===== src/rtl/fifo_burst_reader.sv =====
// Read-side burst controller for the 8-to-16-bit async FIFO.
// It waits for a full burst in the FIFO, then streams it out as sop/eop-framed valid/ready words.
`timescale 1ns/1ps
module fifo_burst_reader #(
    parameter int DATA_W    = 16,
    parameter int CNT_W     = 8,
    parameter int BURST_LEN = 32,
    parameter int OUT_DEPTH = 4,
    parameter int GAP_CYC   = 4
) (
    input  logic              rd_clk,
    input  logic              rst,
    input  logic              rd_rst_busy,
    input  logic [CNT_W-1:0]  rd_data_count,
    input  logic              fifo_empty,
    input  logic [DATA_W-1:0] fifo_dout,
    input  logic              fifo_valid,
    output logic              fifo_rd_en,
    output logic [DATA_W-1:0] m_data,
    output logic              m_valid,
    input  logic              m_ready,
    output logic              m_sop,
    output logic              m_eop,
    output logic [15:0]       bursts_done,
    output logic              proto_err
);

    localparam int BW = $clog2(BURST_LEN);
    localparam int AW = $clog2(OUT_DEPTH);
    localparam int GW = (GAP_CYC > 1) ? $clog2(GAP_CYC) : 1;
    localparam logic [BW-1:0]    LAST_IDX = BW'(BURST_LEN - 1);
    localparam logic [CNT_W-1:0] THRESH   = CNT_W'(BURST_LEN);
    localparam logic [GW-1:0]    GAP_LAST = GW'(GAP_CYC - 1);
    localparam logic [AW+1:0]    DEPTH_C  = (AW+2)'(OUT_DEPTH);

    typedef enum logic [1:0] {
        IDLE,
        BURST,
        GAP
    } state_t;

    state_t            state;
    state_t            state_nxt;
    logic [BW-1:0]     issue_cnt;
    logic [GW-1:0]     gap_cnt;
    logic              rd_en_q;
    logic [DATA_W-1:0] q_mem [OUT_DEPTH];
    logic [AW-1:0]     wr_ptr;
    logic [AW-1:0]     rd_ptr;
    logic [AW:0]       q_occ;
    logic [BW-1:0]     out_cnt;
    logic              push;
    logic              pop;
    logic              credit_ok;

    // A read is only issued if its word is guaranteed a queue slot on arrival.
    assign credit_ok = ((AW+2)'(q_occ) + (AW+2)'(rd_en_q)) < DEPTH_C;

    always_comb begin
        state_nxt  = state;
        fifo_rd_en = 1'b0;
        case (state)
            IDLE: begin
                if (rd_data_count >= THRESH && !rd_rst_busy)
                    state_nxt = BURST;
            end
            BURST: begin
                fifo_rd_en = !rd_rst_busy && !fifo_empty && credit_ok;
                if (fifo_rd_en && issue_cnt == LAST_IDX)
                    state_nxt = GAP;
            end
            GAP: begin
                if (gap_cnt == GAP_LAST)
                    state_nxt = IDLE;
            end
            default: state_nxt = IDLE;
        endcase
    end

    always_ff @(posedge rd_clk or posedge rst) begin
        if (rst) begin
            state     <= IDLE;
            issue_cnt <= '0;
            gap_cnt   <= '0;
            rd_en_q   <= 1'b0;
        end else begin
            state   <= state_nxt;
            rd_en_q <= fifo_rd_en;
            if (fifo_rd_en)
                issue_cnt <= (issue_cnt == LAST_IDX) ? '0 : issue_cnt + 1'b1;
            if (state == GAP)
                gap_cnt <= (gap_cnt == GAP_LAST) ? '0 : gap_cnt + 1'b1;
            else
                gap_cnt <= '0;
        end
    end

    // Only words answering our own reads enter the queue; stray valids are flagged instead.
    assign push    = fifo_valid && rd_en_q;
    assign m_valid = (q_occ != '0);
    assign pop     = m_valid && m_ready;
    assign m_data  = m_valid ? q_mem[rd_ptr] : '0;
    assign m_sop   = m_valid && (out_cnt == '0);
    assign m_eop   = m_valid && (out_cnt == LAST_IDX);

    always_ff @(posedge rd_clk) begin
        if (push)
            q_mem[wr_ptr] <= fifo_dout;
    end

    always_ff @(posedge rd_clk or posedge rst) begin
        if (rst) begin
            wr_ptr <= '0;
            rd_ptr <= '0;
            q_occ  <= '0;
        end else begin
            if (push)
                wr_ptr <= wr_ptr + 1'b1;
            if (pop)
                rd_ptr <= rd_ptr + 1'b1;
            case ({push, pop})
                2'b10:   q_occ <= q_occ + 1'b1;
                2'b01:   q_occ <= q_occ - 1'b1;
                default: q_occ <= q_occ;
            endcase
        end
    end

    always_ff @(posedge rd_clk or posedge rst) begin
        if (rst) begin
            out_cnt     <= '0;
            bursts_done <= '0;
            proto_err   <= 1'b0;
        end else begin
            if (pop)
                out_cnt <= (out_cnt == LAST_IDX) ? '0 : out_cnt + 1'b1;
            if (pop && m_eop)
                bursts_done <= bursts_done + 16'd1;
            // Valid with no read outstanding, or a read that never produced data.
            if (fifo_valid != rd_en_q)
                proto_err <= 1'b1;
        end
    end

endmodule


===== config.mk =====
export PLATFORM = sky130hd
export DESIGN_NAME = fifo_burst_reader
export DESIGN_NICKNAME = d
export VERILOG_FILES = /design/src/rtl/fifo_burst_reader.sv
export SDC_FILE = /design/constraint.sdc
export NUM_CORES = 1
export LEC_CHECK = 0
export BUFFER_PORTS_ARGS = -buffer_cell sky130_fd_sc_hd__buf_2
export CAP_MARGIN = 20
export CORE_MARGIN = 2
export CORE_UTILIZATION = 45
export DETAILED_ROUTE_END_ITERATION = 16
export GPL_TIMING_DRIVEN = 0
export PLACE_DENSITY = 0.76
export SYNTH_ARGS = -nofsm -noshare
export SYNTH_HDL_FRONTEND = slang
export SYNTH_SLANG_ARGS = --single-unit

===== constraint.sdc =====
create_clock -name rd_clk -period 2.4 [get_ports rd_clk]
set_clock_uncertainty 0.05 [all_clocks]
set_input_delay 0.48 -clock rd_clk [delete_from_list [all_inputs] [get_ports rd_clk]]
set_output_delay 0.48 -clock rd_clk [all_outputs]
set_load 0.01 [all_outputs]

# Yosys cells after proc, flatten, opt, wreduce, memory -nomap -nowiden
# Memory sizes are Yosys's and may differ from the RTL's.
# Index checks and enable logic that the tools add are counted.
[classes]
order_cmp = 2
n_reduce_logical = 16
n_addsub = 9
eq_ne = 11
muxes = 13
[op_table]
columns = ["cell", "n"]
rows = [
  ["16-bit by 1-bit adder with 16-bit output, second input constant", 1],
  ["16-bit 2-to-1 mux", 1],
  ["5-bit by 1-bit adder with 5-bit output, second input constant", 2],
  ["5-bit == test, second input constant", 2],
  ["2-bit 2-to-1 mux", 5],
  ["5-bit 2-to-1 mux", 2],
  ["1-bit logical AND", 9],
  ["8-bit by 6-bit >= comparator with 1-bit output, second input constant", 1],
  ["2-bit by 1-bit adder with 2-bit output, second input constant", 3],
  ["2-bit == test, second input constant", 3],
  ["2-bit != test, second input constant", 3],
  ["2-bit one-hot mux with 3 select lines", 1],
  ["3-bit one-hot mux with 2 select lines", 1],
  ["5-bit zero test", 1],
  ["3-bit by 1-bit adder with 4-bit output", 1],
  ["2-bit by 1-bit == test with 1-bit output, second input constant", 2],
  ["4-bit by 3-bit less-than comparator with 1-bit output, second input constant", 1],
  ["3-bit by 1-bit adder with 3-bit output, second input constant", 1],
  ["1-bit 2-to-1 mux", 3],
  ["3-bit AND reduction", 1],
  ["3-bit nonzero test", 1],
  ["3-bit by 1-bit subtractor with 3-bit output, second input constant", 1],
  ["1-bit zero test", 2],
  ["2-bit zero test", 1],
  ["2 further kinds", 2],
]
[word_totals]
memories = 1
ff_bits = 39
output_inout_bits = 37
mem_bits_rw = 64
[mem_list]
columns = ["name", "words", "width", "rd", "rd_ports_with_merged_regs", "write_ports", "line", "source"]
rows = [
  ["q_mem", 4, 16, 1, 0, 1, "47", "logic [DATA_W-1:0] q_mem [OUT_DEPTH];"],
]

# Depth between registers and ports, before layout
[logic_depth]
word_depth = 6
depth_mapped = 8

# Least setup slack after synthesis
# No wires, ideal clock.
[synth_timing]
path_kind = "reg-to-reg"
start = "register q_occ[0]"
end = "register q_occ[2]"
n_path_buf = 0
setup_ps = 132
t_arrival_ps = 1720
path_stages_with_launch = 9
slack_ps = 498
path_cell_list = "dfrtp_1 o31ai_4 inv_1 ha_1 inv_1 fa_1 xor2_1 nor2_1 xor2_1"
[synth_via]
elab_chain_len = 4
word_cells_on_any_way = 8
classes_between = "2 x add/sub; 2 x eq/ne; 1 x mux; 3 x reduce/logical"
[synth_rtl]
columns = ["element", "line", "source"]
rows = [
  ["from (decl)", "50", "logic [AW:0] q_occ;"],
  ["from (signal assigned)", "122", "2'b10: q_occ <= q_occ + 1'b1;"],
  ["from (signal assigned)", "123", "2'b01: q_occ <= q_occ - 1'b1;"],
  ["from (signal assigned)", "124", "default: q_occ <= q_occ;"],
  ["3-bit nonzero test *", "100", "assign m_valid = (q_occ != '0);"],
  ["1-bit logical AND *", "101", "assign pop = m_valid && m_ready;"],
  ["named net pop", "53", "logic pop;"],
  ["2-bit by 1-bit == test with 1-bit output / 2-bit == test (equally long branches)", "121", "case ({push, pop})"],
  ["3-bit one-hot mux with 2 select lines / 2-bit nonzero test (equally long branches)", "-", ""],
]
# The timed path passes the listed nets; every way through them passes the cells marked *.
# A chain may end at the register's enable or synchronous reset.

# Worst setup path after layout
[layout_timing]
start = "register rd_ptr[0]"
end = "output m_data[13]"
[layout_via]
elab_chain_len = 2
[layout_rtl]
columns = ["element", "line", "source"]
rows = [
  ["from (decl)", "49", "logic [AW-1:0] rd_ptr;"],
  ["from (signal assigned)", "120", "rd_ptr <= rd_ptr + 1'b1;"],
  ["memory read 4 x 16 bit", "-", ""],
  ["16-bit 2-to-1 mux", "102", "assign m_data = m_valid ? q_mem[rd_ptr] : '0;"],
  ["to (decl)", "19", "output logic [DATA_W-1:0] m_data,"],
]
# No other way between the ends.

==> impl_metrics.toml <==
[power]
seqPwrFrac_pct = 46.5
irDropWorstVdd_mv = 0.350
p_int_mw = 3.36
power_frac_comb_pct = 30.9
switching_share_pct = 31.2
pwr-share-clk_pct = 22.6
p_per_area_nw_per_um2 = 960
p_switching_mw = 1.53
p_leak_nw = 2.10

[floorplan]
die_x_um = 102
rows = 35
coreArea_um2 = 9330
initial_utilization_pct = 46.8
die-area_um2 = 10500
io_pins = 67
die_h_um = 102

[placement]
preCtsSetupSlack_ns = -0.130
dpl.hpwl_um = 4970
port_buffers = 61
globalplace.congestion = 0.755
place_area_um2 = 4830

[grt]
grt_pass1_vias = 2455
track_usage_pct = 15.4
grt_overflow = 0
grt_pass1_wl_um = 12000
antenna_found_initial = 0
grt_max_degree = 40

[synthesis]
syn_area_per_cell_um2 = 16.0
yosysWarnings = 0
syn_nets = 317
syn_area_um2 = 4360
syn_inst = 273
synth_top_area_share_pct = 44.0
ys_types = 41
synth.area.top_cells = "edfxtp_1, dfrtp_1, mux4_2"
ys_seq_elements = 103
yosysTopAreaCell = "edfxtp_1"
yosysSeqAreaShare_pct = 66.4

[detailed_routing]
wl_per_cell_um = 15.4
wirelength_um = 7400
drc_errors = 0
drtPass1Iterations = 4
via_per_inst = 4.89
drtIter0Drc = 53
ant_nets = 0
dr_total_vias = 2348

[cells_and_area]
multi_input_area_um2 = 1380
fin_util_pct = 54.6
layout.area.seq_um2 = 2900
layout_common_cells = "edfxtp_1, buf_2, dfrtp_1"
nFillCells = 765
syn2layout_area_growth_pct = 16.8
layout.nets = 391
final_cell_area_um2 = 5090
drive_gt1_share_pct = 33.0
num_antenna_cells = 0
final_common_cell = "edfxtp_1"

[critical_path]
worstSetupEndpointType = "primary output"
cp.arrival_ns = 1.76
crit_path_start_kind = "flop"
r2r-end = "q_occ[2]"
cp_max_fo = 10
crit_required_ns = 1.87
rrSetupSlack_ns = 0.21
reg2reg_from = "q_occ[0]"
rr_worst_depth = 8
worstSetupPathType = "flop to primary output"

[timing]
slew_violations = 0
fin_ws_ns = 0.106
period_needed_ns = 2.29
rsz0062_at_grt = "false"
fmax_mhz = 436
finalCritPeriodShare_pct = 95.6
hold_viol = 0
slew_headroom_pct = 43.1
report.final.setup_viol = 0
worst_pin_slew_ns = 0.854

[hold_path]
hold_path_class = "primary input to asynchronous set/reset pin"

[cts]
clk_pin_slew_ns = 0.10
clkSinkCount = 103
cts_tree = "done"
htree_levels = 3
clockBufferDepth = 2
cts_root_buf = "clkbuf_8"
clk_latency_ns = 0.36
cts_buffers = 9

[run]
cap_violations = 0

[run_status]
status = "complete, no violations"
[final cells by class]
cell class,count,share of cell area (%)
Clock inverter,6,1.52
Tap cell,129,3.17
Multi-Input combinational cell,150,27.0
Clock buffer,9,2.43
Inverter,13,0.958
Timing Repair Buffer,63,6.53
Sequential cell,103,56.9
Buffer,7,1.47
[repair_timing]
| item | 4_1_cts | 5_1_grt |
|---|---|---|
| hold buffers | 0 | 0 |
| gates resized for setup | 9 | 0 |
| setup endpoints to repair | 19 | 0 |
| setup buffers | 2 | 0 |
[cells in the mapped netlist]
cell type and count:
a21o_1 1, a21oi_1 2, a221o_1 1, and2_1 4
and3_1 4, and4_1 1, and4_4 1, buf_2 2
buf_4 2, buf_6 2, clkbuf_1 1, dfrtp_1 39
edfxtp_1 64, fa_1 1, ha_1 13, inv_1 13
mux2_2 3, mux2i_1 1, mux4_2 16, nand2_1 16
nand2b_1 4, nand3_1 8, nand3_2 1, nand3b_2 1
nand4_1 3, nand4_4 1, nor2_1 7, nor2b_1 18
nor3_1 5, nor3_2 2, nor4_1 2, o21ai_0 7
o22ai_1 1, o311a_4 1, o31ai_4 1, or2_2 1
or3_1 1, or4b_1 1, xnor2_1 15, xnor2_2 1
xor2_1 5
[worst max-delay path by stage]
| stage | depth (start not counted) | endpoint | start | slack [ns] |
|---|---|---|---|---|
| 2_1_floorplan | 8 | q_occ[2] | q_occ[0] | 0.50 |
| 3_3_place_gp | 4 | m_sop | q_occ[0] | -0.12 |
| 3_5_place_dp | 4 | m_sop | q_occ[0] | -0.13 |
| 4_1_cts | 5 | m_data[11] | rd_ptr[1] | 0.05 |
| 5_1_grt | 5 | m_data[11] | rd_ptr[1] | 0.005 |
| 6_report | 5 | m_data[13] | rd_ptr[0] | 0.11 |
[critical path, cell delays in order, from the launching register on]
cell and delay, ns:
dfrtp_1 0.37, buf_8 0.11, buf_12 0.14, mux4_2 0.49
nor2b_1 0.16, buf_2 0.15
[logic make-up (layout without fill, tap and decap cells)]
group / count (synthesis) / count (layout) / share of synthesized area [%]
buffers and inverters: 20 / 98 / 2.29
flip-flops: 103 / 103 / 66.4
adder cells (fa/ha/maj): 14 / 14 / 4.19
XOR/XNOR: 21 / 21 / 4.39
multiplexers: 20 / 20 / 9.26
AND/OR/NAND/NOR: 81 / 81 / 10.9
AO/OA/AOI/OAI: 14 / 14 / 2.55
[power by group through the flow]
stage / sequential, mW / combinational, mW / clock [mW]
final: 2.28 / 1.51 / 1.10
after global routing: 2.31 / 1.69 / 1.20
after CTS: 2.27 / 1.54 / 1.15
after detailed placement: 2.30 / 1.43 / 0
after global placement: 2.28 / 1.39 / 0
after floorplan: 2.26 / 1.02 / 0
[layer usage]
metal / up-vias / routed length, µm / global-route usage [%]
li1: 1146 / - / -
met1: 1144 / 3340 / 20.6
met2: 48 / 3620 / 24.5
met3: 10 / 274 / 2.94
met4: 0 / 162 / 7.49
met5: - / 0 / 0
[stage by stage]
stage          TNS (ns)  cells  hold slack, ns  total power [mW]
4_1_cts               0    480           0.233              4.97
5_1_grt               0    480           0.263              5.20
3_3_place_gp     -0.715    463           0.376              3.67
6_report              0    480           0.219              4.89
3_5_place_dp     -0.729    463           0.395              3.73
2_1_floorplan         0    273           0.365              3.28
[sequential cells by signal, indices dropped and copies added (netlist names)]
name         flops
state            2
bursts_done     16
wr_ptr           2
q_occ            3
gap_cnt          2
rd_ptr           2
proto_err        1
rd_en_q          1
q_mem           64
issue_cnt        5
out_cnt          5
Power figures use the tool's default switching activity.
